**src/rtl/ysyx_24090003_pkg.sv**
```systemverilog
// Shared constants for the instruction-fetch unit: FSM state encoding,
// default boot address and instruction width.
package ysyx_24090003_pkg;

  localparam int INST_W = 32;

  localparam logic [31:0] RESET_PC_DFLT = 32'h8000_0000;

  localparam logic [1:0] ST_BOOT  = 2'd0;
  localparam logic [1:0] ST_FETCH = 2'd1;
  localparam logic [1:0] ST_HALT  = 2'd2;

endpackage

```
**src/rtl/ysyx_24090003_sync_fifo.sv**
```systemverilog
// Synchronous FIFO with a zero-latency head and a single-cycle flush.
// Flush wins over push/pop; storage itself is not reset, only pointers/count.
module ysyx_24090003_sync_fifo #(
  parameter int WIDTH = 64,
  parameter int DEPTH = 4
) (
  input  logic                       i_clk,
  input  logic                       i_rst_n,
  input  logic                       i_flush,
  input  logic                       i_push,
  input  logic [WIDTH-1:0]           i_data,
  input  logic                       i_pop,
  output logic [WIDTH-1:0]           o_data,
  output logic [$clog2(DEPTH):0]     o_count
);

  localparam int AW = $clog2(DEPTH);
  localparam int CW = AW + 1;

  logic [WIDTH-1:0] r_mem [DEPTH];
  logic [AW-1:0]    r_wr_ptr;
  logic [AW-1:0]    r_rd_ptr;
  logic [CW-1:0]    r_count;

  // Pointer and occupancy bookkeeping; DEPTH is a power of two so pointers wrap naturally.
  always_ff @(posedge i_clk or negedge i_rst_n) begin
    if (!i_rst_n) begin
      r_wr_ptr <= '0;
      r_rd_ptr <= '0;
      r_count  <= '0;
    end else if (i_flush) begin
      r_wr_ptr <= '0;
      r_rd_ptr <= '0;
      r_count  <= '0;
    end else begin
      if (i_push) r_wr_ptr <= r_wr_ptr + AW'(1);
      if (i_pop)  r_rd_ptr <= r_rd_ptr + AW'(1);
      r_count <= r_count + CW'(i_push) - CW'(i_pop);
    end
  end

  // Entry storage, written only by a surviving push.
  always_ff @(posedge i_clk) begin
    if (i_push && !i_flush) r_mem[r_wr_ptr] <= i_data;
  end

  assign o_data  = r_mem[r_rd_ptr];
  assign o_count = r_count;

endmodule

```
**src/rtl/ysyx_24090003_ifu_fq.sv**
```systemverilog
// Instruction-fetch unit with a credit-based instruction queue.
// Requests are only issued when a queue slot is guaranteed for the response,
// redirects flush the queue and mark in-flight responses for discard.
module ysyx_24090003_ifu_fq
  import ysyx_24090003_pkg::*;
#(
  parameter int              XLEN     = 32,
  parameter logic [XLEN-1:0] RESET_PC = RESET_PC_DFLT,
  parameter int              DEPTH    = 4
) (
  input  logic              cpu_clk,
  input  logic              cpu_rs,
  output logic              req_valid,
  input  logic              req_ready,
  output logic [XLEN-1:0]   req_addr,
  input  logic              rsp_valid,
  input  logic [INST_W-1:0] rsp_data,
  input  logic              redirect_valid,
  input  logic [XLEN-1:0]   redirect_pc,
  input  logic              halt,
  output logic              inst_valid,
  input  logic              inst_ready,
  output logic [INST_W-1:0] inst,
  output logic [XLEN-1:0]   pc,
  output logic [XLEN-1:0]   npc
);

  localparam int CW = $clog2(DEPTH) + 1;
  // Killed requests can still be in flight after a redirect, so the
  // outstanding counter is sized well beyond the queue depth.
  localparam int OW = $clog2(DEPTH) + 4;
  localparam int EW = XLEN + INST_W;

  logic [1:0]      r_state;
  logic [XLEN-1:0] r_fetch_pc;
  logic [XLEN-1:0] r_resp_pc;
  logic [OW-1:0]   r_out;
  logic [OW-1:0]   r_kill;

  logic [CW-1:0]   w_count;
  logic [EW-1:0]   w_head;
  logic [OW-1:0]   w_live;
  logic [OW-1:0]   w_used;
  logic            w_req_valid;
  logic            w_req_fire;
  logic            w_push;
  logic            w_pop;
  logic            w_inst_valid;
  logic [XLEN-1:0] w_pc;

  // Credit check uses registered occupancy only, keeping inst_ready off the req_valid path.
  assign w_live       = r_out - r_kill;
  assign w_used       = {{(OW-CW){1'b0}}, w_count} + w_live;
  assign w_req_valid  = (r_state == ST_FETCH) && !redirect_valid && !halt &&
                        (w_used < OW'(DEPTH));
  assign w_req_fire   = w_req_valid && req_ready;
  assign w_push       = rsp_valid && !redirect_valid && (r_kill == '0);
  assign w_inst_valid = (w_count != '0);
  assign w_pop        = w_inst_valid && inst_ready && !redirect_valid;

  // Control FSM: BOOT lasts one cycle, HALT is sticky until reset.
  always_ff @(posedge cpu_clk or negedge cpu_rs) begin
    if (!cpu_rs) begin
      r_state <= ST_BOOT;
    end else begin
      case (r_state)
        ST_BOOT:  r_state <= ST_FETCH;
        ST_FETCH: if (halt) r_state <= ST_HALT;
        default:  r_state <= ST_HALT;
      endcase
    end
  end

  // Fetch/response PCs and in-flight accounting; redirect overrides everything else.
  always_ff @(posedge cpu_clk or negedge cpu_rs) begin
    if (!cpu_rs) begin
      r_fetch_pc <= RESET_PC;
      r_resp_pc  <= RESET_PC;
      r_out      <= '0;
      r_kill     <= '0;
    end else if (redirect_valid) begin
      r_fetch_pc <= redirect_pc;
      r_resp_pc  <= redirect_pc;
      r_out      <= r_out - OW'(rsp_valid);
      r_kill     <= r_out - OW'(rsp_valid);
    end else begin
      if (w_req_fire) r_fetch_pc <= r_fetch_pc + XLEN'(4);
      if (w_push)     r_resp_pc  <= r_resp_pc + XLEN'(4);
      r_out <= r_out + OW'(w_req_fire) - OW'(rsp_valid);
      if (rsp_valid && (r_kill != '0)) r_kill <= r_kill - OW'(1);
    end
  end

  ysyx_24090003_sync_fifo #(
    .WIDTH (EW),
    .DEPTH (DEPTH)
  ) u_fifo (
    .i_clk   (cpu_clk),
    .i_rst_n (cpu_rs),
    .i_flush (redirect_valid),
    .i_push  (w_push),
    .i_data  ({r_resp_pc, rsp_data}),
    .i_pop   (w_pop),
    .o_data  (w_head),
    .o_count (w_count)
  );

  // With an empty queue the outputs show the PC the next instruction will carry.
  assign w_pc       = w_inst_valid ? w_head[EW-1:INST_W] : r_resp_pc;
  assign req_valid  = w_req_valid;
  assign req_addr   = r_fetch_pc;
  assign inst_valid = w_inst_valid;
  assign inst       = w_inst_valid ? w_head[INST_W-1:0] : '0;
  assign pc         = w_pc;
  assign npc        = w_pc + XLEN'(4);

endmodule

```
**config.mk**
```make
export PLATFORM = sky130hd
export DESIGN_NAME = ysyx_24090003_ifu_fq
export DESIGN_NICKNAME = d
export VERILOG_FILES = /design/src/rtl/ysyx_24090003_pkg.sv /design/src/rtl/ysyx_24090003_sync_fifo.sv /design/src/rtl/ysyx_24090003_ifu_fq.sv
export SDC_FILE = /design/constraint.sdc
export NUM_CORES = 1
export LEC_CHECK = 0
export ABC_AREA = 1
export BUFFER_PORTS_ARGS = -buffer_cell sky130_fd_sc_hd__buf_2
export CAP_MARGIN = 20
export CORE_MARGIN = 3
export CORE_UTILIZATION = 45
export DETAILED_ROUTE_END_ITERATION = 12
export SLEW_MARGIN = 20
export SYNTH_ARGS = -nofsm -noshare
export SYNTH_HDL_FRONTEND = slang
export SYNTH_HIERARCHICAL = 1
export SYNTH_SLANG_ARGS = --single-unit
```
**constraint.sdc**
```tcl
create_clock -name cpu_clk -period 6.21 [get_ports cpu_clk]
set_input_delay 1.242 -clock cpu_clk [delete_from_list [all_inputs] [get_ports cpu_clk]]
set_output_delay 1.242 -clock cpu_clk [all_outputs]
set_load 0.02 [all_outputs]
```
==> reports/qor.yml <==
run_status:
  outcome: "finished clean"
clocking:
  cts_resized: 0
  clockRootBuffer: "clkbuf_16"
  path_clk_slew_ns: 0.06
  cts.sinks: 341
  cts_made_buffers: 38
  cts_post_setup_buffers_inserted: 0
  cts_max_level: 2
  clockBufferDepth: 3
  cts_tree: "built"
  clk_latency_ns: 0.56
  ctsHoldBuffers: 0
power_and_ir_drop:
  p_leak_nw: 9.80
  p_per_area_nw_per_um2: 406
  irDropWorstVdd_v: 0.000240
  fin_total_pwr_w: 0.00856
yosys:
  synth_mux_area_share_pct: 0
  syn_area_per_cell_um2: 8.55
  synthAdderAreaFrac_pct: 2.37
  synth_top_family_by_area: "simple AND/OR/NAND/NOR gates"
  synth_warnings: 6
  synth_xor_xnor_area_share_pct: 2.16
  ys_types: 40
  netlist_area_um2: 18700
  syn_nets: 2286
  synth-simple-area-share_pct: 25.0
  synth-seq-cells: 341
  synth-compound-area-share_pct: 7.96
  syn_inst: 2182
  synth-seq-area-share_pct: 52.6
worst_setup_path:
  critPathRequiredTime_ns: 4.97
  crit_path_end_kind: "output pin"
  worst_setup_path_start_kind: "flop"
  r2r_start: "r_out[1]$_DFF_PN0_"
  path_cells: "nor2_4 -> buf_4 -> nand2_4 -> o21ai_2 -> ha_1 -> nand2_4 -> xor2_1 -> buf_2"
  cp_slowest_stage_delay_ns: 0.53
  arrival_ns: 3.75
  critPathSlowestCell: "nand2_4"
  critPathKind: "reg -> out"
  crit_path_start: "u_fifo/o_count[1]$_DFF_PN0_"
  crit_fanout: 61
  crit_top_cell: "nand2_4"
sta:
  skew_ns: 0.0247
  period_needed_ns: 4.99
  rsz0062_at_grt: "no"
  finalWorstSetupSlack_ns: 1.22
  hold_viol_final: 0
  setup_viol: 0
  finalCritPeriodShare_pct: 80.4
  tns_ns: 0
  maxSlewHeadroom_pct: 29.3
  worst_pin_slew_ns: 1.06
  hold-worst-slack_ns: 0.431
  drv_slew: 0
  fmax_ghz: 0.200
floorplanning:
  rows: 73
  die_h_um: 210
  ios: 201
  core_um2: 40400
  die_width_um: 210
  die-area_um2: 44000
  initial_core_util_pct: 46.2
route:
  wl_per_cell_um: 17.7
  drc: 0
  firstDrtPassIters: 5
  drt-total-wl_um: 51400
  antenna_left: 0
  via_per_inst: 5.18
  num_vias: 15100
  drtIter0Drc: 1047
placement:
  hpwl_um: 35200
  preCtsSetupSlack_ns: 1.83
  gp_congestion: 0.955
  port_buffers: 200
final_layout:
  nNetsFinal: 2452
  syn2layout_area_growth_pct: 13.1
  drive_gt1_share_pct: 13.8
grt:
  antenna_found_initial: 1
  grt_pass1_vias: 14800
  grt-ovfl-total: 0
  grt_max_degree: 157
  grt.total_usage_pct: 23.3
  grt_pass1_wl_um: 81100
min_path:
  hold_class: "reg -> reg"
  worstHoldStart: "r_state[1]$_DFFE_PN0P_"
run:
  maxCapViolations: 0
==> critical path, delay by kind of cell (launching register included) <==
kind                       cells  cell delay, ns
DFF                            1            0.46
AOI/OAI and AO/OA              1            0.43
adders and majority gates      1            0.36
buffers and inverters          2            0.72
and+or+nand+nor                3            0.75
xor gates and xnor gates       1            0.43
==> metrics by stage <==
stage                     cells  utilization [%]  cell area [um^2]
after global routing       2904             52.3             21100
after global placement     2833             49.2             19800
after CTS                  2903             52.3             21100
after detailed placement   2833             49.2             19800
final                      2904             52.3             21100
after floorplan            2182                -             18700
==> per-layer routing <==
| metal | routed length [um] | global-route usage [%] |
|---|---|---|
| met1 | 22300 | 31.0 |
| met2 | 24500 | 39.1 |
| met3 | 3070 | 3.84 |
| met4 | 1510 | 7.46 |
| met5 | 0 | 0 |
==> power breakdown <==
part | total [W] | switching, W | leakage, nW | internal [W]
sequential | 0.00276 | 0.000180 | 3.35 | 0.00259
clock | 0.00223 | 0.000941 | 0.604 | 0.00129
combinational | 0.00357 | 0.00256 | 5.84 | 0.00101
==> cell type report <==
| cell class | count | area [um^2] |
|---|---|---|
| clock buffer | 53 | 1050 |
| fill | 3904 | 19300 |
| sequential | 341 | 9820 |
| tap | 525 | 657 |
| inverter | 319 | 1200 |
| timing repair buffer | 216 | 1140 |
| multi-input combinational | 1432 | 7030 |
| clock inverter | 17 | 208 |
| antenna | 1 | 2.50 |
==> cell families after synthesis <==
| kind of cell | Yosys count |
|---|---|
| buf+inv | 409 |
| flops | 341 |
| simple gates | 1131 |
| fa+ha+maj | 33 |
| compound gates | 222 |
| xor+xnor | 46 |
==> flip-flops by register name, summed over array words and instances, names as in the netlist <==
name / count
u_fifo/r_mem: 256
r_resp_pc: 32
req_addr: 32
r_kill: 6
r_out: 6
u_fifo/o_count: 3
r_state: 2
u_fifo/r_rd_ptr: 2
u_fifo/r_wr_ptr: 2
==> cell usage after synthesis, drive strengths merged <==
cell | n | area (um^2)
or2 | 4 | 25.0
clkinv | 1 | 3.75
clkbuf | 21 | 98.9
nor3b | 1 | 7.51
o21bai | 4 | 30.0
nor4 | 1 | 6.26
nand3 | 136 | 686
dfrtp | 83 | 2080
ha | 29 | 363
xor2 | 37 | 324
a21oi | 15 | 75.1
o211ai | 136 | 1020
nor2 | 196 | 808
nand3b | 12 | 90.1
o22ai | 1 | 6.26
xnor2 | 9 | 78.8
o21a | 1 | 7.51
fa | 4 | 80.1
and2 | 1 | 6.26
dfstp | 2 | 52.6
nor3 | 15 | 75.1
inv | 318 | 1190
nand2 | 752 | 2880
o221ai | 2 | 17.5
edfxtp | 256 | 7690
nand4 | 13 | 81.3
a31oi | 5 | 31.3
o21ai | 58 | 298
buf | 69 | 549
==> path summary, 6_finish.rpt <==
check / endpoint / slack, ns / depth (start not counted)
min reg2reg: r_state[0]$_DFFE_PN0P_ / 0.43 / 1
min: r_state[0]$_DFFE_PN0P_ / 0.43 / 1
max: npc[6] / 1.22 / 8
max reg2reg: r_out[4]$_DFF_PN0_ / 2.24 / 20
min in group asynchronous: req_addr[23]$_DFFE_PN0N_ / 0.67 / 1
max in group asynchronous: u_fifo/r_rd_ptr[1]$_DFFE_PN0P_ / 4.42 / 2
==> cell usage in the layout, fill, tap and decap left out, types with 9 or more instances in the layout <==
cell type | synthesis | layout
nand2_1 | 736 | 735
inv_1 | 315 | 313
edfxtp_1 | 256 | 256
buf_2 | 25 | 199
nor2_1 | 179 | 175
o211ai_1 | 136 | 136
nand3_1 | 135 | 135
dfrtp_1 | 83 | 82
o21ai_0 | 56 | 56
clkbuf_16 | 0 | 38
xor2_1 | 37 | 37
ha_1 | 29 | 29
buf_4 | 7 | 16
a21oi_1 | 15 | 15
nor3_1 | 15 | 15
nand2_2 | 12 | 13
nand4_1 | 13 | 13
nand3b_1 | 12 | 12
nor2_2 | 11 | 11
clkbuf_1 | 19 | 11
nor2_4 | 6 | 10
xnor2_1 | 9 | 9
No activity file was read; power rests on OpenSTA's default activity.
